<file path="src/rtl/taxi_pkg.sv">
// Shared page codes and page-step helper for the taxi-fare meter blocks.
package taxi_pkg;

   localparam logic [1:0] PG_DIST  = 2'd0;
   localparam logic [1:0] PG_TIME  = 2'd1;
   localparam logic [1:0] PG_PRICE = 2'd2;
   localparam int         PG_NUM   = 3;

   typedef enum logic [1:0] {
      PAGE_DIST  = PG_DIST,
      PAGE_TIME  = PG_TIME,
      PAGE_PRICE = PG_PRICE,
      PAGE_ILL   = 2'd3
   } page_e;

   function automatic page_e page_next(input page_e cur);
      case (cur)
         PAGE_DIST:  page_next = PAGE_TIME;
         PAGE_TIME:  page_next = PAGE_PRICE;
         default:    page_next = PAGE_DIST;
      endcase
   endfunction

endpackage

</file>
<file path="src/rtl/taxi_disp_ctrl_if.sv">
// Display bus between the meter data sources and the page controller.
interface taxi_disp_if;
   logic [15:0] data_1_kilometer;
   logic [3:0]  data_1_point;
   logic [15:0] data_2_time;
   logic [3:0]  data_2_point;
   logic [15:0] data_3_price;
   logic [3:0]  data_3_point;
   logic [15:0] dis_data;
   logic [3:0]  dis_point;
   logic [1:0]  page_sel;

   modport master (
      output data_1_kilometer, data_1_point,
      output data_2_time, data_2_point,
      output data_3_price, data_3_point,
      input  dis_data, dis_point, page_sel
   );

   modport slave (
      input  data_1_kilometer, data_1_point,
      input  data_2_time, data_2_point,
      input  data_3_price, data_3_point,
      output dis_data, dis_point, page_sel
   );
endinterface

</file>
<file path="src/rtl/taxi_disp_ctrl_key_debounce.sv">
// Key synchroniser + debounce + press strobe for an active-low meter key.
module key_debounce #(
   parameter int DEBOUNCE_CYC = 1_000_000
) (
   input  logic sys_clk,
   input  logic sys_reset_n,
   input  logic key_in,
   output logic key_pulse
);

   localparam int CNT_W = (DEBOUNCE_CYC > 1) ? $clog2(DEBOUNCE_CYC) : 1;
   localparam logic [CNT_W-1:0] CNT_MAX = CNT_W'(DEBOUNCE_CYC - 1);

   logic             sync_p0;
   logic             sync_p1;
   logic             deb;
   logic             armed;
   logic [CNT_W-1:0] cnt;

   // After reset the key must be seen released for a full debounce interval
   // before presses count, so a key held through reset cannot fire.
   always_ff @(posedge sys_clk or negedge sys_reset_n) begin
      if (!sys_reset_n) begin
         sync_p0   <= 1'b1;
         sync_p1   <= 1'b1;
         deb       <= 1'b1;
         armed     <= 1'b0;
         cnt       <= '0;
         key_pulse <= 1'b0;
      end else begin
         sync_p0   <= key_in;
         sync_p1   <= sync_p0;
         key_pulse <= 1'b0;
         if (!armed) begin
            if (!sync_p1) begin
               cnt <= '0;
            end else if (cnt == CNT_MAX) begin
               cnt   <= '0;
               armed <= 1'b1;
            end else begin
               cnt <= cnt + 1'b1;
            end
         end else if (sync_p1 != deb) begin
            if (cnt == CNT_MAX) begin
               cnt       <= '0;
               deb       <= sync_p1;
               key_pulse <= ~sync_p1;
            end else begin
               cnt <= cnt + 1'b1;
            end
         end else begin
            cnt <= '0;
         end
      end
   end

endmodule

</file>
<file path="src/rtl/taxi_disp_ctrl.sv">
// Display page controller: key/trip driven page FSM and registered display mux.
// Optional auto page scroll during a trip when TAXI_AUTO_SCROLL_EN is defined.
module taxi_disp_ctrl
   import taxi_pkg::*;
#(
   parameter int DEBOUNCE_CYC = 1_000_000,
   parameter int SCROLL_CYC   = 150_000_000
) (
   input  logic        sys_clk,
   input  logic        sys_reset_n,
   input  logic        key_in,
   input  logic        trip_active,
   taxi_disp_if.slave  disp,
   output logic        key_pulse
);

   page_e       page_q;
   page_e       page_d;
   logic        trip_d;
   logic        trip_rise;
   logic        trip_fall;
   logic        scroll_hit;
   logic        advance;
   logic [15:0] sel_data;
   logic [3:0]  sel_point;
   logic [15:0] dis_data_p1;
   logic [3:0]  dis_point_p1;

   key_debounce #(
      .DEBOUNCE_CYC (DEBOUNCE_CYC)
   ) u_key (
      .sys_clk     (sys_clk),
      .sys_reset_n (sys_reset_n),
      .key_in      (key_in),
      .key_pulse   (key_pulse)
   );

   always_ff @(posedge sys_clk or negedge sys_reset_n) begin
      if (!sys_reset_n) begin
         trip_d <= 1'b0;
      end else begin
         trip_d <= trip_active;
      end
   end

   assign trip_rise = trip_active & ~trip_d;
   assign trip_fall = ~trip_active & trip_d;

`ifdef TAXI_AUTO_SCROLL_EN
   localparam int SC_W = (SCROLL_CYC > 1) ? $clog2(SCROLL_CYC) : 1;
   localparam logic [SC_W-1:0] SC_MAX = SC_W'(SCROLL_CYC - 1);

   logic [SC_W-1:0] scroll_cnt;

   assign scroll_hit = trip_active & ~trip_rise & (scroll_cnt == SC_MAX);

   // Any manual or trip-driven page change restarts the full idle interval.
   always_ff @(posedge sys_clk or negedge sys_reset_n) begin
      if (!sys_reset_n) begin
         scroll_cnt <= '0;
      end else if (!trip_active || key_pulse || trip_rise || scroll_hit) begin
         scroll_cnt <= '0;
      end else begin
         scroll_cnt <= scroll_cnt + 1'b1;
      end
   end
`else
   assign scroll_hit = 1'b0;
`endif

   assign advance = key_pulse | scroll_hit;

   always_ff @(posedge sys_clk or negedge sys_reset_n) begin
      if (!sys_reset_n) begin
         page_q <= PAGE_DIST;
      end else begin
         page_q <= page_d;
      end
   end

   // Trip edges take priority; a key press landing on a trip edge is dropped.
   always_comb begin
      page_d = page_q;
      if (page_q == PAGE_ILL) begin
         page_d = PAGE_DIST;
      end else if (trip_rise) begin
         page_d = PAGE_DIST;
      end else if (trip_fall) begin
         page_d = PAGE_PRICE;
      end else if (advance) begin
         page_d = page_next(page_q);
      end
   end

   always_comb begin
      sel_data  = 16'h0000;
      sel_point = 4'h0;
      case (page_q)
         PAGE_DIST: begin
            sel_data  = disp.data_1_kilometer;
            sel_point = disp.data_1_point;
         end
         PAGE_TIME: begin
            sel_data  = disp.data_2_time;
            sel_point = disp.data_2_point;
         end
         PAGE_PRICE: begin
            sel_data  = disp.data_3_price;
            sel_point = disp.data_3_point;
         end
         default: begin
            sel_data  = 16'h0000;
            sel_point = 4'h0;
         end
      endcase
   end

   // Output register stage towards the segment driver
   always_ff @(posedge sys_clk or negedge sys_reset_n) begin
      if (!sys_reset_n) begin
         dis_data_p1  <= 16'h0000;
         dis_point_p1 <= 4'h0;
      end else begin
         dis_data_p1  <= sel_data;
         dis_point_p1 <= sel_point;
      end
   end

   assign disp.dis_data  = dis_data_p1;
   assign disp.dis_point = dis_point_p1;
   assign disp.page_sel  = page_q;

endmodule
</file>
<file path="src/flat_wrapper.sv">
// flat-port wrapper written by rule: the top's interface ports become plain ports
module taxi_disp_ctrl_flat import taxi_pkg::*;
#(
   parameter int DEBOUNCE_CYC = 1_000_000,
   parameter int SCROLL_CYC   = 150_000_000
)
  (sys_clk, sys_reset_n, key_in, trip_active, key_pulse, disp_data_1_kilometer, disp_data_1_point, disp_data_2_time, disp_data_2_point, disp_data_3_price, disp_data_3_point, disp_dis_data, disp_dis_point, disp_page_sel);
  taxi_disp_if disp_i ();
  input  logic sys_clk;
  input  logic sys_reset_n;
  input  logic key_in;
  input  logic trip_active;
  output logic key_pulse;
  input wire logic [$bits(disp_i.data_1_kilometer)-1:0] disp_data_1_kilometer;
  input wire logic [$bits(disp_i.data_1_point)-1:0] disp_data_1_point;
  input wire logic [$bits(disp_i.data_2_time)-1:0] disp_data_2_time;
  input wire logic [$bits(disp_i.data_2_point)-1:0] disp_data_2_point;
  input wire logic [$bits(disp_i.data_3_price)-1:0] disp_data_3_price;
  input wire logic [$bits(disp_i.data_3_point)-1:0] disp_data_3_point;
  output wire logic [$bits(disp_i.dis_data)-1:0] disp_dis_data;
  output wire logic [$bits(disp_i.dis_point)-1:0] disp_dis_point;
  output wire logic [$bits(disp_i.page_sel)-1:0] disp_page_sel;
  assign disp_i.data_1_kilometer = disp_data_1_kilometer;
  assign disp_i.data_1_point = disp_data_1_point;
  assign disp_i.data_2_time = disp_data_2_time;
  assign disp_i.data_2_point = disp_data_2_point;
  assign disp_i.data_3_price = disp_data_3_price;
  assign disp_i.data_3_point = disp_data_3_point;
  assign disp_dis_data = disp_i.dis_data;
  assign disp_dis_point = disp_i.dis_point;
  assign disp_page_sel = disp_i.page_sel;
  taxi_disp_ctrl #(.DEBOUNCE_CYC(DEBOUNCE_CYC), .SCROLL_CYC(SCROLL_CYC)) u_core (.sys_clk(sys_clk), .sys_reset_n(sys_reset_n), .key_in(key_in), .trip_active(trip_active), .disp(disp_i), .key_pulse(key_pulse));
endmodule
</file>
<file path="config.mk">
export PLATFORM = sky130hd
export DESIGN_NAME = taxi_disp_ctrl_flat
export DESIGN_NICKNAME = d
export VERILOG_FILES = /design/src/rtl/taxi_pkg.sv /design/src/rtl/taxi_disp_ctrl_if.sv /design/src/rtl/taxi_disp_ctrl_key_debounce.sv /design/src/rtl/taxi_disp_ctrl.sv /design/src/flat_wrapper.sv
export SDC_FILE = /design/constraint.sdc
export NUM_CORES = 1
export LEC_CHECK = 0
export CAP_MARGIN = 5
export CELL_PAD_IN_SITES_DETAIL_PLACEMENT = 1
export CELL_PAD_IN_SITES_GLOBAL_PLACEMENT = 2
export CORE_UTILIZATION = 29
export CTS_CLUSTER_SIZE = 30
export DETAILED_ROUTE_END_ITERATION = 10
export GPL_ROUTABILITY_DRIVEN = 0
export PLACE_DENSITY = 0.84
export SLEW_MARGIN = 20
export SYNTH_ARGS = -nofsm -noshare
export SYNTH_HDL_FRONTEND = slang
export SYNTH_HIERARCHICAL = 1
export SYNTH_SLANG_ARGS = --single-unit
export TNS_END_PERCENT = 20
</file>
<file path="constraint.sdc">
create_clock -name sys_clk -period 3.2 [get_ports sys_clk]
set_clock_uncertainty 0.15 [all_clocks]
set_input_delay 0.48 -clock sys_clk [delete_from_list [all_inputs] [get_ports sys_clk]]
set_output_delay 0.48 -clock sys_clk [all_outputs]
set_load 0.03 [all_outputs]
</file>
== After elaboration in Yosys (flattened, before gate mapping) ==
Index checks and enable logic that the tools add are counted.

* Register bits after elaboration: 48
* Bits in latches: 0
* Memory bits (writable): 0
* Memory bits (read-only): 0
* Input bits: 64
* Output and inout port bits: 23
* Memories: 0

* Add/sub/neg operators: 1
* $mul: 0
* Divide/modulo/power cells: 0
* Magnitude comparators: 0
* Equal/unequal tests: 5
* Shift-type cells: 0
* Mux-type cells: 17
* Bitwise gates (word level): 5
* Reduce and logical (&&, ||, !) cells: 3

{| class="wikitable"
|+ Operator list
! operator !! number
|-
| $mux 20 || 4
|-
| $pmux 16 s3 || 1
|-
| $add 20x1->20 const B || 1
|-
| $eq 20x20->1 const B || 1
|-
| $pmux 4 s3 || 1
|-
| $mux 2 || 4
|-
| $mux 1 || 6
|-
| $eq 2x2->1 const B || 2
|-
| $pmux 2 s2 || 1
|-
| $reduce_bool 4->1 || 1
|-
| $not 1->1 || 3
|-
| $reduce_and 3->1 || 1
|-
| $and 1x1->1 || 2
|-
| $eq 2x1->1 const B || 1
|-
| $logic_not 2->1 || 1
|-
| $ne 1x1->1 || 1
|}

== Logic depth before layout (Yosys ltp) ==
Gate-level depths: netlist (run 1).

* Word-level depth: 6
* Depth in mapped cells: 7

== Hierarchy ==
Netlist (run 1), hierarchy kept.

{| class="wikitable"
|+ By module, submodules not included
! module !! times used !! cells an instance !! area each (um^2) !! sequential area each (um^2)
|-
| key_debounce || 1 || 117 || 1209.9 || 629.4
|-
| taxi_disp_ctrl || 1 || 99 || 1116.1 || 575.6
|}

== Least setup slack after synthesis (run 1) ==
Ideal clock, no wire load.

* Path type: register to register
* Start: reg u_core.u_key.cnt[13]
* End: reg u_core.u_key.cnt[19]
* Data arrival time: 1.840 ns
* Setup slack: 1.080 ns
* Cell stages (with the launch flop): 6
* Buffers on the path: 1
* Clock period less this slack: 2.120 ns
* Path through: dfrtp_1 > or4_1 > or4_4 > o21ai_2 > buf_6 > a21oi_1

* Longest elaborated chain between the ends: 4

{| class="wikitable"
|+ Ends and longest elaborated chain
! what !! line !! RTL
|-
| from (decl) || taxi_disp_ctrl_key_debounce.sv:18 || <nowiki>logic [CNT_W-1:0] cnt;</nowiki>
|-
| from (signal assigned) || taxi_disp_ctrl_key_debounce.sv:41 || <nowiki>cnt <= cnt + 1'b1;</nowiki>
|-
| from (signal assigned) || taxi_disp_ctrl_key_debounce.sv:49 || <nowiki>cnt <= cnt + 1'b1;</nowiki>
|-
| $add 20x1->20 / $eq 20x20->1 (equally long branches) || -- ||
|-
| $mux 20 * || taxi_disp_ctrl_key_debounce.sv:37, taxi_disp_ctrl_key_debounce.sv:44 ||
|-
| $mux 20, on equally long branches || taxi_disp_ctrl_key_debounce.sv:35, taxi_disp_ctrl_key_debounce.sv:43 ||
|-
| $mux 20 * || taxi_disp_ctrl_key_debounce.sv:34 || <nowiki>if (!armed) begin</nowiki>
|}

Every way passes the cells marked *; elsewhere a longest branch is shown, timed or not.
A chain may end at the register's enable or synchronous reset.

== Worst setup path after layout (run 1) ==
* Start: reg u_core.u_key.cnt[13]
* End: reg u_core.u_key.cnt[5]

* Longest elaborated chain between the ends: 4

{| class="wikitable"
|+ Ends and longest elaborated chain
! what !! line
|-
| $eq 20x20->1 * || taxi_disp_ctrl_key_debounce.sv:37, taxi_disp_ctrl_key_debounce.sv:44
|-
| $mux 20 * || taxi_disp_ctrl_key_debounce.sv:37, taxi_disp_ctrl_key_debounce.sv:44
|-
| $mux 20, on equally long branches || taxi_disp_ctrl_key_debounce.sv:35, taxi_disp_ctrl_key_debounce.sv:43
|-
| $mux 20 * || taxi_disp_ctrl_key_debounce.sv:34
|}

Marked as above.

==> results of run 1 <==
[area by class of cell]
class	instances	area, sq um
well taps	102	128
fillers	870	4390
clock buffers	7	96.3
inverters	3	11.3
repair buffers	91	908
multi-input cells	153	988
flip-flops and latches	48	1200
[logic make-up (layout without fill, tap and decap cells)]
logic type / count (synthesis) / count (layout) / share of synthesized area
AND/OR/NAND/NOR: 80 / 80 / 0.181
buffers and inverters: 15 / 101 / 0.0570
flip-flops: 48 / 48 / 0.518
XOR/XNOR: 15 / 15 / 0.0565
adder cells (fa/ha/maj): 1 / 1 / 0.00538
multiplexers: 21 / 21 / 0.0909
AO/OA/AOI/OAI: 36 / 36 / 0.0909
[worst max path at each step]
stage | start | endpoint | slack [ns] | cells past startpoint
after floorplan | u_core/u_key/cnt[13] | u_core/u_key/cnt[19] | 1.08 | 5
after global placement | u_core/u_key/cnt[13] | u_core/u_key/cnt[6] | 0.95 | 5
after detailed placement | u_core/u_key/cnt[13] | u_core/u_key/cnt[5] | 0.90 | 5
after CTS | u_core/u_key/cnt[13] | u_core/u_key/cnt[5] | 0.90 | 5
after global routing | u_core/u_key/cnt[13] | u_core/u_key/cnt[13] | 0.82 | 5
final | u_core/u_key/cnt[13] | u_core/u_key/cnt[5] | 0.89 | 5
[sequential cells by signal, summed over array words and instances, names as in the netlist, 2 cells and up]
| signal | count |
|---|---|
| u_core/disp.dis_point | 4 |
| u_core/u_key/cnt | 20 |
| u_core/disp.page_sel | 2 |
| u_core/disp.dis_data | 16 |
[power by group through the flow]
stage / registers, uW / clock network (uW) / logic, uW
finish: 659 / 386 / 306
global route: 664 / 427 / 332
CTS: 660 / 407 / 313
detailed placement: 672 / 0 / 311
global placement: 670 / 0 / 304
floorplan: 740 / 0 / 68.1
[synthesized netlist by cell type (all sizes together) (3+ instances only)]
library cell and number:
dfrtp 45, nand2 27, o21ai 24, mux2i 20, nor2 15, buf 10
nand3 8, xor2 8, nand4 7, xnor2 7, a21oi 6, nor4 4
or4 4, dfstp 3, inv 3, nor3 3, or3 3
[critical path: stages, from the launching register on]
cell	delay [ns]
dfrtp_1	0.46
or4_1	0.57
or4_4	0.56
o21ai_2	0.12
buf_4	0.25
nor2_1	0.09
[routing by layer]
layer,share of wire,global-route usage
met3,0.065,0.0511
met1,0.44,0.192
met4,0.0043,0.0357
met5,0,0
met2,0.49,0.248
[metrics by stage]
stage	hold WS, ns	power, uW	instances
after floorplan	0.0344	808	216
after global placement	0.197	974	395
after detailed placement	0.199	983	396
after CTS	0.206	1380	404
after global routing	0.217	1420	404
final	0.210	1350	404
==> metrics.yaml, run 1 <==
core_sq_mm: 0.00773
grt_pass1_wl_um: 10000
syn_inst: 216
maxCapViolations: 0
ioPinCount: 87
clk_pin_slew_ns: 0.08
synth_flop_cell: "dfrtp_1"
hold_buffers: 1
rrSetupSlack_ns: 0.89
hold_depth: 0
ys_seq_area_frac: 0.518
cts_resized: 0
hp-start: "u_core/u_key/sync_p0"
finalSetupTns_ns: 0
die_h_um: 91.6
viasPerCell: 4.75
syn_area_sq_mm: 0.00233
place_area_sq_mm: 0.00323
pwr-share-comb: 0.227
layout.nets: 367
hold_path.class: "register to register"
hpwl_um: 4260
synth_top_area_share: 0.484
path_class: "register to register"
clk_latency_ns: 0.29
ys_top_cells_by_area: "dfrtp_1, mux2i_1, nand2_1"
ys_types: 40
rsz0062_at_grt: "no"
p_leak_uw: 0.00130
slew_headroom: 0.536
worst_setup_path_end_kind: "register"
yosysWarningCount: 6
max_freq_mhz: 433
cp.required_ns: 3.23
rows: 32
final_util: 0.432
overflow: 0
port_buffers: 86
pre_cts_slack_ns: 0.898
status: "finished clean"
wl_per_cell_um: 14.4
drive_gt1_frac: 0.0795
n_antenna_cell: 0
cts.sinks: 48
cellInternalPower_uw: 990
design_area_sq_mm: 0.00334
r2r_start: "u_core/u_key/cnt[13]"
power.density_mw_per_mm2: 405
drtIter0Drc: 76
tightest_slew_ns: 0.689
finalSetupViolations: 0
yosysTopAreaCell: "dfrtp_1"
cts_tree: "yes"
critical_path.startpoint_type: "register"
initial_core_util: 0.301
path_max_fanout: 20
p_seq_frac: 0.488
cts_buffer_depth: 2
root_buffer: "clkbuf_8"
postCtsSetupRepairBufs: 0
grt_max_degree: 31
syn_avg_cell_area_sq_um: 10.8
finalCritPeriodShare: 0.722
cp.arrival_ns: 2.34
ys_ff_latch: 48
synth_edf_count: 0
drv_slew: 0
hold_viol_final: 0
worst_r2r_endpoint: "u_core/u_key/cnt[5]"
htreeDepth: 2
cts_buffers: 5
drt_pre_antenna_iters: 4
power_switching_uw: 361
drt-total-wl_um: 5800
antenna_found_initial: 0
p_clk_frac: 0.285
final_common_cell: "clkdlybuf4s50_1"
worst_slack_ns: 0.890
vias: 1917
switching_share: 0.267
syn2layout_area_growth_pct: 43.5
holdPathEnd: "u_core/u_key/sync_p1"
final_cell_mix: "clkdlybuf4s50_1, dfrtp_1, nand2_1, mux2i_1, o21ai_1"
dieArea_sq_mm: 0.00838
ant_nets: 0
async_reset_ff_frac: 1.00
track_usage: 0.152
fin_crit_ns: 2.31
grt_pass1_vias: 2007
reg2reg_depth: 5
peakVddDrop_v: 0.000144
die_width_um: 91.6
drc: 0
synth_nets: 281
Note: power is estimated with default switching activity, not from simulation.
==> run 2: changes to the inputs <==
CORE_UTILIZATION = 24   (was 29)
PLACE_DENSITY = 0.74   (was 0.84)
clock period = 2.1 ns   (was 3.2 ns; I/O delays follow)
==> run 2 against run 1 <==
The run now ends with setup timing left. Final cell count is 12% higher. Register-to-register slack got worse by 0.96 ns. Clock power is 82% higher. Die area rose by 20%. Setup slack got worse by 0.96 ns. Critical path depth unchanged. Wire length is 7.1% higher. Sequential share of layout area is 2.6 points lower. Total power up 62%. Utilization fell by 4.6 points. Non-clock buffer count is 19 higher. Critical endpoint is now u_core/u_key/cnt[19]. Highest routed layer unchanged.
==> metrics.yaml, run 2 (synthesis gave the netlist of run 1 again) <==
slowest_delay_ns: 0.58  # about the same
drt-total-wl_um: 6220  # +7.1%
drt_pre_antenna_iters: 4  # unchanged
nFillCells: 1071  # +23%
path_max_fanout: 13  # -35%
crit_path_frequent_cell: "or4_4"
power.density_mw_per_mm2: 608  # +50%
worst_slack_ns: -0.0675  # -0.957 ns
grt_pass1_vias: 2193  # +9.3%
initial_core_util: 0.249  # -0.0516
htreeDepth: 2  # unchanged
slew_headroom: 0.648  # +0.112
critPathBufInv: 1  # unchanged
dp_cells: 441  # +11%
peakVddDrop_v: 0.000358  # +150%
drv_slew: 0  # unchanged
rsz0062_at_grt: "yes"
hold_viol_final: 0  # unchanged
root_buffer: "clkbuf_8"
n_antenna_cell: 0  # unchanged
hold_path.class: "register to register"
instances_no_fill: 451  # +12%
drive_gt1_frac: 0.168  # +0.0882
ioPinCount: 87  # unchanged
cts_buffer_depth: 2  # unchanged
cts_buffers: 5  # unchanged
maxCapViolations: 0  # unchanged
finalSetupViolations: 20  # +20
final_common_cell: "clkdlybuf4s50_1"
finalCritPeriodShare: 1.03  # +0.310
critical_path.startpoint_type: "register"
finalSetupTns_ns: -1.13  # -1.13 ns
drtIter0Drc: 34  # -55%
cp.arrival_ns: 2.19  # -0.15 ns
antenna_found_initial: 0  # unchanged
track_usage: 0.135  # -0.0170
max_freq_mhz: 461  # +6.6%
status: "complete, but fails checks"
hpwl_um: 4850  # +14%
cp_cell_sequence: "or4_4 > or4_4 > o21ai_4 > buf_12 > a21oi_1"
grt_max_degree: 23  # -26%
die_width_um: 100  # +9.7%
core_sq_mm: 0.00933  # +21%
fin_crit_ns: 2.17  # -0.143 ns
die_h_um: 100  # +9.7%
viasPerCell: 4.37  # -7.9%
drc: 0  # unchanged
path_delay_family: "simple AND/OR/NAND/NOR gates"
top_register: "u_core/u_key/cnt"
grt_pass1_wl_um: 10700  # +6.3%
cts.sinks: 48  # unchanged
layout.nets: 386  # +5.2%
total_power_uw: 2190  # +62%
rows: 35  # +9.4%
failed_checks: "setup timing"
overflow: 0  # unchanged
wl_per_cell_um: 13.8  # -4.1%
port_buffers: 86  # unchanged
worst_setup_path_end_kind: "register"
vias: 1970  # +2.8%
p_leak_uw: 0.00142  # +9.5%
path_class: "register to register"
ant_nets: 0  # unchanged
syn2layout_area_growth_pct: 54.7
final_cell_mix: "clkdlybuf4s50_1, dfrtp_1, nand2_1, buf_4"
cp.required_ns: 2.12  # -1.11 ns
dieArea_sq_mm: 0.0101  # +20%
clk_pin_slew_ns: 0.09  # about the same
slowest_stage: "or4_4"
largest_reg_flops: 20  # unchanged
clk_latency_ns: 0.30  # about the same
tightest_slew_ns: 0.523  # -0.166 ns
cts_tree: "yes"
==> run 2: cell types whose count changed in the layout (fill, tap and decap cells not counted), moves of 2 or more <==
cell,change
nor2_1,-5
clkdlybuf4s50_1,-2
nor2_2,+4
buf_4,+18
buf_12,+2
==> run 2: timing repair <==
| item | in CTS | in global routing |
|---|---|---|
| endpoints found under the hold margin | 12 | 0 |
| resized for setup | 5 | 5 |
| hold buffers | 1 | 0 |
| pin swaps | 3 | 0 |
| setup endpoints to repair | 20 | 21 |
| buffers inserted | 1 | 0 |
==> run 2: routing by layer <==
metal  wire length [um]  share of wire  global-route usage  vias to the layer above
li1                   -              -                   -                      968
met1               2590           0.42               0.157                      941
met2               3210           0.52               0.245                       56
met3                360          0.058              0.0383                        5
met4                 51         0.0082              0.0268                        0
met5                  0              0                   0                        -
==> run 2: final timing paths <==
path | from | end | slack, ns | cells after the start
hold reg to reg | u_core/u_key/sync_p0 | u_core/u_key/sync_p1 | 0.21 | 0
setup / recovery | u_core/u_key/cnt[11] | u_core/u_key/cnt[19] | -0.07 | 5
hold / removal | u_core/u_key/sync_p0 | u_core/u_key/sync_p1 | 0.21 | 0
setup reg to reg | u_core/u_key/cnt[11] | u_core/u_key/cnt[19] | -0.07 | 5
max in group asynchronous | sys_reset_n | u_core/u_key/sync_p0 | 0.95 | 3
min in group asynchronous | sys_reset_n | u_core/disp.dis_data[5] | 0.32 | 2
==> run 2: through the flow <==
step / util / hold slack (ns) / setup slack, ns / cell area (sq um)
2_1_floorplan: - / -0.131 / 0.0140 / 2330
5_1_grt: 0.386 / 0.214 / -0.136 / 3600
3_5_place_dp: 0.367 / 0.114 / -0.0744 / 3430
3_3_place_gp: 0.367 / 0.111 / -0.0449 / 3430
6_report: 0.386 / 0.210 / -0.0675 / 3600
4_1_cts: 0.384 / 0.211 / -0.0667 / 3580
==> run 2: cell type report <==
class / instances / area, sq um / area share
clock buffer: 6 / 82.6 / 0.0229
tap: 129 / 161 / 0.0449
inverter: 3 / 11.3 / 0.00313
multi-input combinational: 153 / 1020 / 0.285
sequential: 48 / 1200 / 0.335
timing repair buffer: 110 / 1070 / 0.299
clock inverter: 2 / 38.8 / 0.0108
==> run 2: report_power, final <==
part / total [uW] / switching (uW) / internal (uW)
logic: 471 / 232 / 240
registers: 1010 / 31.2 / 982
clock network: 702 / 312 / 390
==> run 2: worst register-to-register path: cells and delay by family (launching register included) <==
family | cells | cell delay, ns
DFF | 1 | 0.38
AOI/OAI and AO/OA | 2 | 0.24
and+or+nand+nor | 2 | 1.12
buffers and inverters | 1 | 0.16
==> run 3: changes to the inputs <==
CAP_MARGIN = 10   (was 5)
SLEW_MARGIN = default   (was 20)
==> results of run 3 <==
The final DEF is identical to that of run 2; final timing and power are the same.
